<file path="config.mk">
export PLATFORM = sky130hd
export DESIGN_NAME = fetch_stage
export DESIGN_NICKNAME = d
export VERILOG_FILES = /design/src/rtl/fetch_stage.sv
export SDC_FILE = /design/constraint.sdc
export NUM_CORES = 1
export LEC_CHECK = 0
export BUFFER_PORTS_ARGS = -buffer_cell sky130_fd_sc_hd__buf_2
export CAP_MARGIN = 20
export CELL_PAD_IN_SITES_DETAIL_PLACEMENT = 2
export CELL_PAD_IN_SITES_GLOBAL_PLACEMENT = 2
export CORE_MARGIN = 4
export CORE_UTILIZATION = 29
export CTS_CLUSTER_DIAMETER = 30
export DETAILED_ROUTE_END_ITERATION = 8
export GPL_ROUTABILITY_DRIVEN = 1
export PLACE_DENSITY = 0.84
export SLEW_MARGIN = 20
export SYNTH_ARGS = -nofsm -noshare
export SYNTH_HDL_FRONTEND = slang
export SYNTH_SLANG_ARGS = --single-unit
</file>
<file path="constraint.sdc">
create_clock -name CLK -period 7.9 [get_ports CLK]
set_input_delay 0.79 -clock CLK [delete_from_list [all_inputs] [get_ports CLK]]
set_output_delay 0.79 -clock CLK [all_outputs]
set_load 0.05 [all_outputs]
</file>
<file path="src/rtl/fetch_stage.sv">
// Instruction-fetch stage: owns the PC, drives the combinational instruction
// memory and registers the fetched word plus its PC into the IF/ID register.
module fetch_stage #(
  parameter logic [63:0] RESET_PC  = 64'h0,
  parameter logic [31:0] NOP_INSTR = 32'h8B1F03FF
) (
  input  logic        CLK,
  input  logic        nReset,
  output logic [63:0] IMemAddress,
  input  logic [31:0] IMemInstruction,
  input  logic        Stall,
  input  logic        BranchTaken,
  input  logic [63:0] BranchTarget,
  input  logic        Halt,
  output logic [31:0] IFID_Instruction,
  output logic [63:0] IFID_PC,
  output logic        IFID_Valid,
  output logic [63:0] PC,
  output logic        Halted,
  output logic        Misaligned,
  output logic [31:0] FetchCount
);

  typedef enum logic [1:0] {
    ST_BOOT = 2'd0,
    ST_RUN  = 2'd1,
    ST_HALT = 2'd2
  } state_t;

  state_t      state_q, state_d;
  logic [63:0] pc_q, pc_d;
  logic [31:0] ifid_instr_q, ifid_instr_d;
  logic [63:0] ifid_pc_q, ifid_pc_d;
  logic        ifid_valid_q, ifid_valid_d;
  logic        halted_q, halted_d;
  logic        misaligned_q, misaligned_d;
  logic [31:0] fetch_count_q, fetch_count_d;

  always_comb begin
    state_d       = state_q;
    pc_d          = pc_q;
    ifid_instr_d  = ifid_instr_q;
    ifid_pc_d     = ifid_pc_q;
    ifid_valid_d  = ifid_valid_q;
    misaligned_d  = misaligned_q;
    fetch_count_d = fetch_count_q;

    case (state_q)
      ST_BOOT: state_d = ST_RUN;
      ST_RUN: begin
        if (BranchTaken) begin
          // Flush the wrong-path fetch; IFID_PC deliberately keeps its value.
          pc_d         = {BranchTarget[63:2], 2'b00};
          ifid_instr_d = NOP_INSTR;
          ifid_valid_d = 1'b0;
          misaligned_d = misaligned_q | (BranchTarget[1:0] != 2'b00);
        end else if (Halt) begin
          state_d      = ST_HALT;
          ifid_instr_d = NOP_INSTR;
          ifid_valid_d = 1'b0;
        end else if (!Stall) begin
          ifid_instr_d  = IMemInstruction;
          ifid_pc_d     = pc_q;
          ifid_valid_d  = 1'b1;
          pc_d          = pc_q + 64'd4;
          fetch_count_d = fetch_count_q + 32'd1;
        end
      end
      ST_HALT: state_d = ST_HALT;
      default: state_d = ST_BOOT;
    endcase

    halted_d = (state_d == ST_HALT);
  end

  always_ff @(posedge CLK) begin
    if (!nReset) begin
      state_q       <= ST_BOOT;
      pc_q          <= RESET_PC;
      ifid_instr_q  <= NOP_INSTR;
      ifid_pc_q     <= 64'h0;
      ifid_valid_q  <= 1'b0;
      halted_q      <= 1'b0;
      misaligned_q  <= 1'b0;
      fetch_count_q <= 32'h0;
    end else begin
      state_q       <= state_d;
      pc_q          <= pc_d;
      ifid_instr_q  <= ifid_instr_d;
      ifid_pc_q     <= ifid_pc_d;
      ifid_valid_q  <= ifid_valid_d;
      halted_q      <= halted_d;
      misaligned_q  <= misaligned_d;
      fetch_count_q <= fetch_count_d;
    end
  end

  assign IMemAddress      = pc_q;
  assign PC               = pc_q;
  assign IFID_Instruction = ifid_instr_q;
  assign IFID_PC          = ifid_pc_q;
  assign IFID_Valid       = ifid_valid_q;
  assign Halted           = halted_q;
  assign Misaligned       = misaligned_q;
  assign FetchCount       = fetch_count_q;

endmodule

</file>
==> flow_summary.yaml <==
status:
  run_status: "completed"
layout:
  share_of_final_layout_standard_cells_stronger_than_drive_strength_1: 0.281
  finish.cell_count_without_fillers: 1942
  seqCellArea_um2: 3860
  area.growth.synth_to_final_pct: 23.2
  multiInputGateArea_um2: 4970
  nets: 1588
  nFillCells: 3913
power:
  net-switching-power_uw: 780
  seq_power_share: 0.442
  power.ir.vdd_worst_mv: 0.155
  power.density_nw_per_um2: 201
  pwr-share-clk: 0.395
  netSwitchingFraction: 0.325
  static-leakage-power_uw: 0.00477
  share_comb_of_total_power: 0.164
  p_int_uw: 1620
global_route:
  grt_pass1_wl_um: 65400
  vias_in_the_first_global_route: 11200
  maximum_number_of_pins_on_one_net_before_global_route_repair: 101
  global_route.usage.total: 0.226
  grt.overflow.total: 0
  grt_antenna_before_repair: 5
cts:
  clk_pin_slew_ns: 0.08
  clock_buffer_count_from_cts: 17
  root_buffer: "clkbuf_16"
  numClockSinks: 193
  holdBufCountCts: 0
  h-tree-depth: 4
  clock_tree_from_tritoncts: "done"
  post-cts-setup-buffers: 0
  clk_latency_ns: 0.45
  cts_repair_resize_count: 0
  clock_path_buffers: 2
critical_path:
  critical_path_arrival_ns: 3.66
  setup.worst_path.start: "BranchTaken"
  critical_path.n_buffers_inverters: 2
  worstSetupEndpointType: "flip-flop"
  timing.critical_path.max_delay_family: "simple AND/OR/NAND/NOR gates"
  worstPathCellList: "buf_4 > or4b_4 > nor2_4 > buf_4 > nand2_1 > or4_1 > o221ai_1"
  timing.critical_path.required_ns: 8.26
  regToRegSetupSlack_ns: 4.75
  cp-start-kind: "input port"
  worst_path_largest_cell_delay_ns: 0.63
  critPathMaxFanout: 59
  cpMaxStageDelayCell: "buf_4"
  critical_path.reg2reg.endpoint: "IMemAddress[61]$_SDFFE_PN0P_"
  critPathMostFrequentCell: "buf_4"
  worst-setup-path-type: "input port to flip-flop"
  rr_startpoint: "IMemAddress[4]$_SDFFE_PN0P_"
  worstRegToRegCells: 6
route:
  route.detailed.drc: 0
  postRouteAntennaNets: 0
  vias: 10500
  detailedRoute.firstIterationViolations: 523
  post_drt_via_cell_ratio: 5.42
  finalWirelength_um: 42600
  routedWlPerCell_um: 21.9
  number_of_iterations_in_the_first_detailed_routing_pass: 5
floorplan:
  starting_density_of_the_core: 0.296
  die_height_um: 191
  die_area_um2: 36400
  io-pin-count: 360
  core_area_um2: 32700
  die_x_um: 191
  core.rowCount: 66
synth:
  yosys_warnings: 0
  synth_top_area_share: 0.399
  synth_edf_count: 0
  synth_most_common_cell: "nand2_1"
  synth_top_cell_by_area: "dfxtp_1"
  synth-seq-cells: 193
  yosys-top-cells-area: "dfxtp_1 40%, nand2_1 8.8%, a21oi_1 6.0%"
  synth_ff_type: "dfxtp_1"
  avgSynthCellArea_um2: 7.69
  synth.lib_cells_used.distinct: 67
  synth_sequential_area_ratio: 0.399
  synth_area_um2: 9680
  synthArstFlopShare: 0
  postSynthCellCount: 1259
  synth.cells.most_frequent: "227 x nand2_1, 193 x dfxtp_1, 116 x a21oi_1"
sta:
  setup-violations-final: 0
  max_slew_margin: 0.252
  final.setup.tns_ns: 0
  rsz0062_at_grt: "no"
  fin_crit_ns: 3.30
  max_freq_ghz: 0.303
  finalClockSkew_ns: 0.0105
  timing.hold.ws_ns: 0.451
  timing_hold_violations_final: 0
  max_slew.worst_pin.slew_ns: 1.11
  drv_slew: 0
  period_share: 0.417
min_path:
  timing.hold.worst_endpoint: "Misaligned$_SDFFE_PN0P_"
  min-delay-path-class: "flip-flop to flip-flop"
  min_from: "Misaligned$_SDFFE_PN0P_"
  timing.hold.worst_path_depth: 2
placement:
  dpl.cell_count: 1908
  portBuffers: 353
  place_congestion: 0.805
  hpwl_um: 30600
flow_run:
  maxCapViolations: 0
## layout make-up
cell class	count	share of cell area
inverters	16	0.00545
clock inverters	12	0.0129
flip-flops and latches	193	0.324
multi-input cells	893	0.417
well taps	442	0.0464
clock buffers	20	0.0391
diodes	2	0.000420
repair buffers	364	0.155
## worst min-delay path, delay by kind of cell (launching register included)
family,cells,cell delay (ns)
flip-flops,1,0.31
buffers and inverters,1,0.05
AO/OA/AOI/OAI,1,0.05
## placed cells by master, fill, tap and decap left out, types with 5 or more instances in the layout
| cell type | instances |
|---|---|
| a21oi_1 | 115 |
| a22o_1 | 5 |
| a22oi_1 | 25 |
| a31oi_1 | 19 |
| and2_1 | 5 |
| and3_1 | 21 |
| buf_2 | 352 |
| buf_4 | 12 |
| clkbuf_16 | 17 |
| conb_1 | 6 |
| dfxtp_1 | 193 |
| inv_1 | 14 |
| mux2i_1 | 11 |
| nand2_1 | 227 |
| nand3_1 | 52 |
| nand4_1 | 38 |
| nor2_1 | 81 |
| nor2b_1 | 5 |
| nor3_1 | 26 |
| nor4_1 | 23 |
| o211ai_1 | 13 |
| o21ai_0 | 45 |
| o22ai_1 | 23 |
| o31a_1 | 7 |
| o31ai_1 | 9 |
| or3_1 | 27 |
| or4_1 | 13 |
| xnor2_1 | 18 |
## through the flow
stage | util | setup slack, ns | power [uW] | instance area (um2)
4_1_cts | 0.364 | 4.53 | 2420 | 11900
3_3_place_gp | 0.345 | 4.10 | 1460 | 11300
2_1_floorplan | - | 4.77 | 1370 | 9700
3_5_place_dp | 0.345 | 4.05 | 1480 | 11300
5_1_grt | 0.365 | 4.44 | 2490 | 11900
6_report | 0.365 | 4.61 | 2400 | 11900
## per-layer routing
metal  vias up  share of wire  routed length, um  global-route usage
met5         -        0.00066                 28                   0
met4         6          0.020                869              0.0660
met3        51          0.050               2150              0.0498
met2       293           0.49              20700               0.385
met1      5266           0.44              18800               0.288
li1       4909              -                  -                   -
## flip-flops by register name, summed over array words and instances (netlist names)
register and count:
IMemAddress 62, IFID_PC 62, state_q 2, Halted 1
IFID_Instruction 32, IFID_Valid 1, FetchCount 32, Misaligned 1
## logic make-up (layout without fill, tap and decap cells)
| logic type | after synthesis | after routing | synth area share |
|---|---|---|---|
| multiplexers | 12 | 12 | 0.0125 |
| flip-flops | 193 | 193 | 0.399 |
| buffers and inverters | 178 | 412 | 0.0971 |
| AND/OR/NAND/NOR | 542 | 542 | 0.266 |
| adder cells (fa/ha/maj) | 2 | 2 | 0.00258 |
| AO/OA/AOI/OAI | 312 | 312 | 0.205 |
| XOR/XNOR | 19 | 19 | 0.0172 |
| other | 1 | 8 | 0.000387 |
## power by group through the flow
stage          Sequential [uW]  Clock (uW)  Combinational (uW)
2_1_floorplan             1140           0                 227
4_1_cts                   1060         969                 395
5_1_grt                   1070        1010                 417
3_3_place_gp              1080           0                 384
3_5_place_dp              1080           0                 394
6_report                  1060         946                 393
## how the worst max path moves through the flow
stage	to	slack [ns]	cells past startpoint
floorplan	FetchCount[31]$_SDFFE_PN0P_	4.77	8
global placement	IMemAddress[55]$_SDFFE_PN0P_	4.10	7
detailed placement	IMemAddress[55]$_SDFFE_PN0P_	4.05	7
CTS	IMemAddress[55]$_SDFFE_PN0P_	4.53	7
global route	IMemAddress[55]$_SDFFE_PN0P_	4.44	7
finish	IMemAddress[55]$_SDFFE_PN0P_	4.61	7
Power figures use the tool's default switching activity.
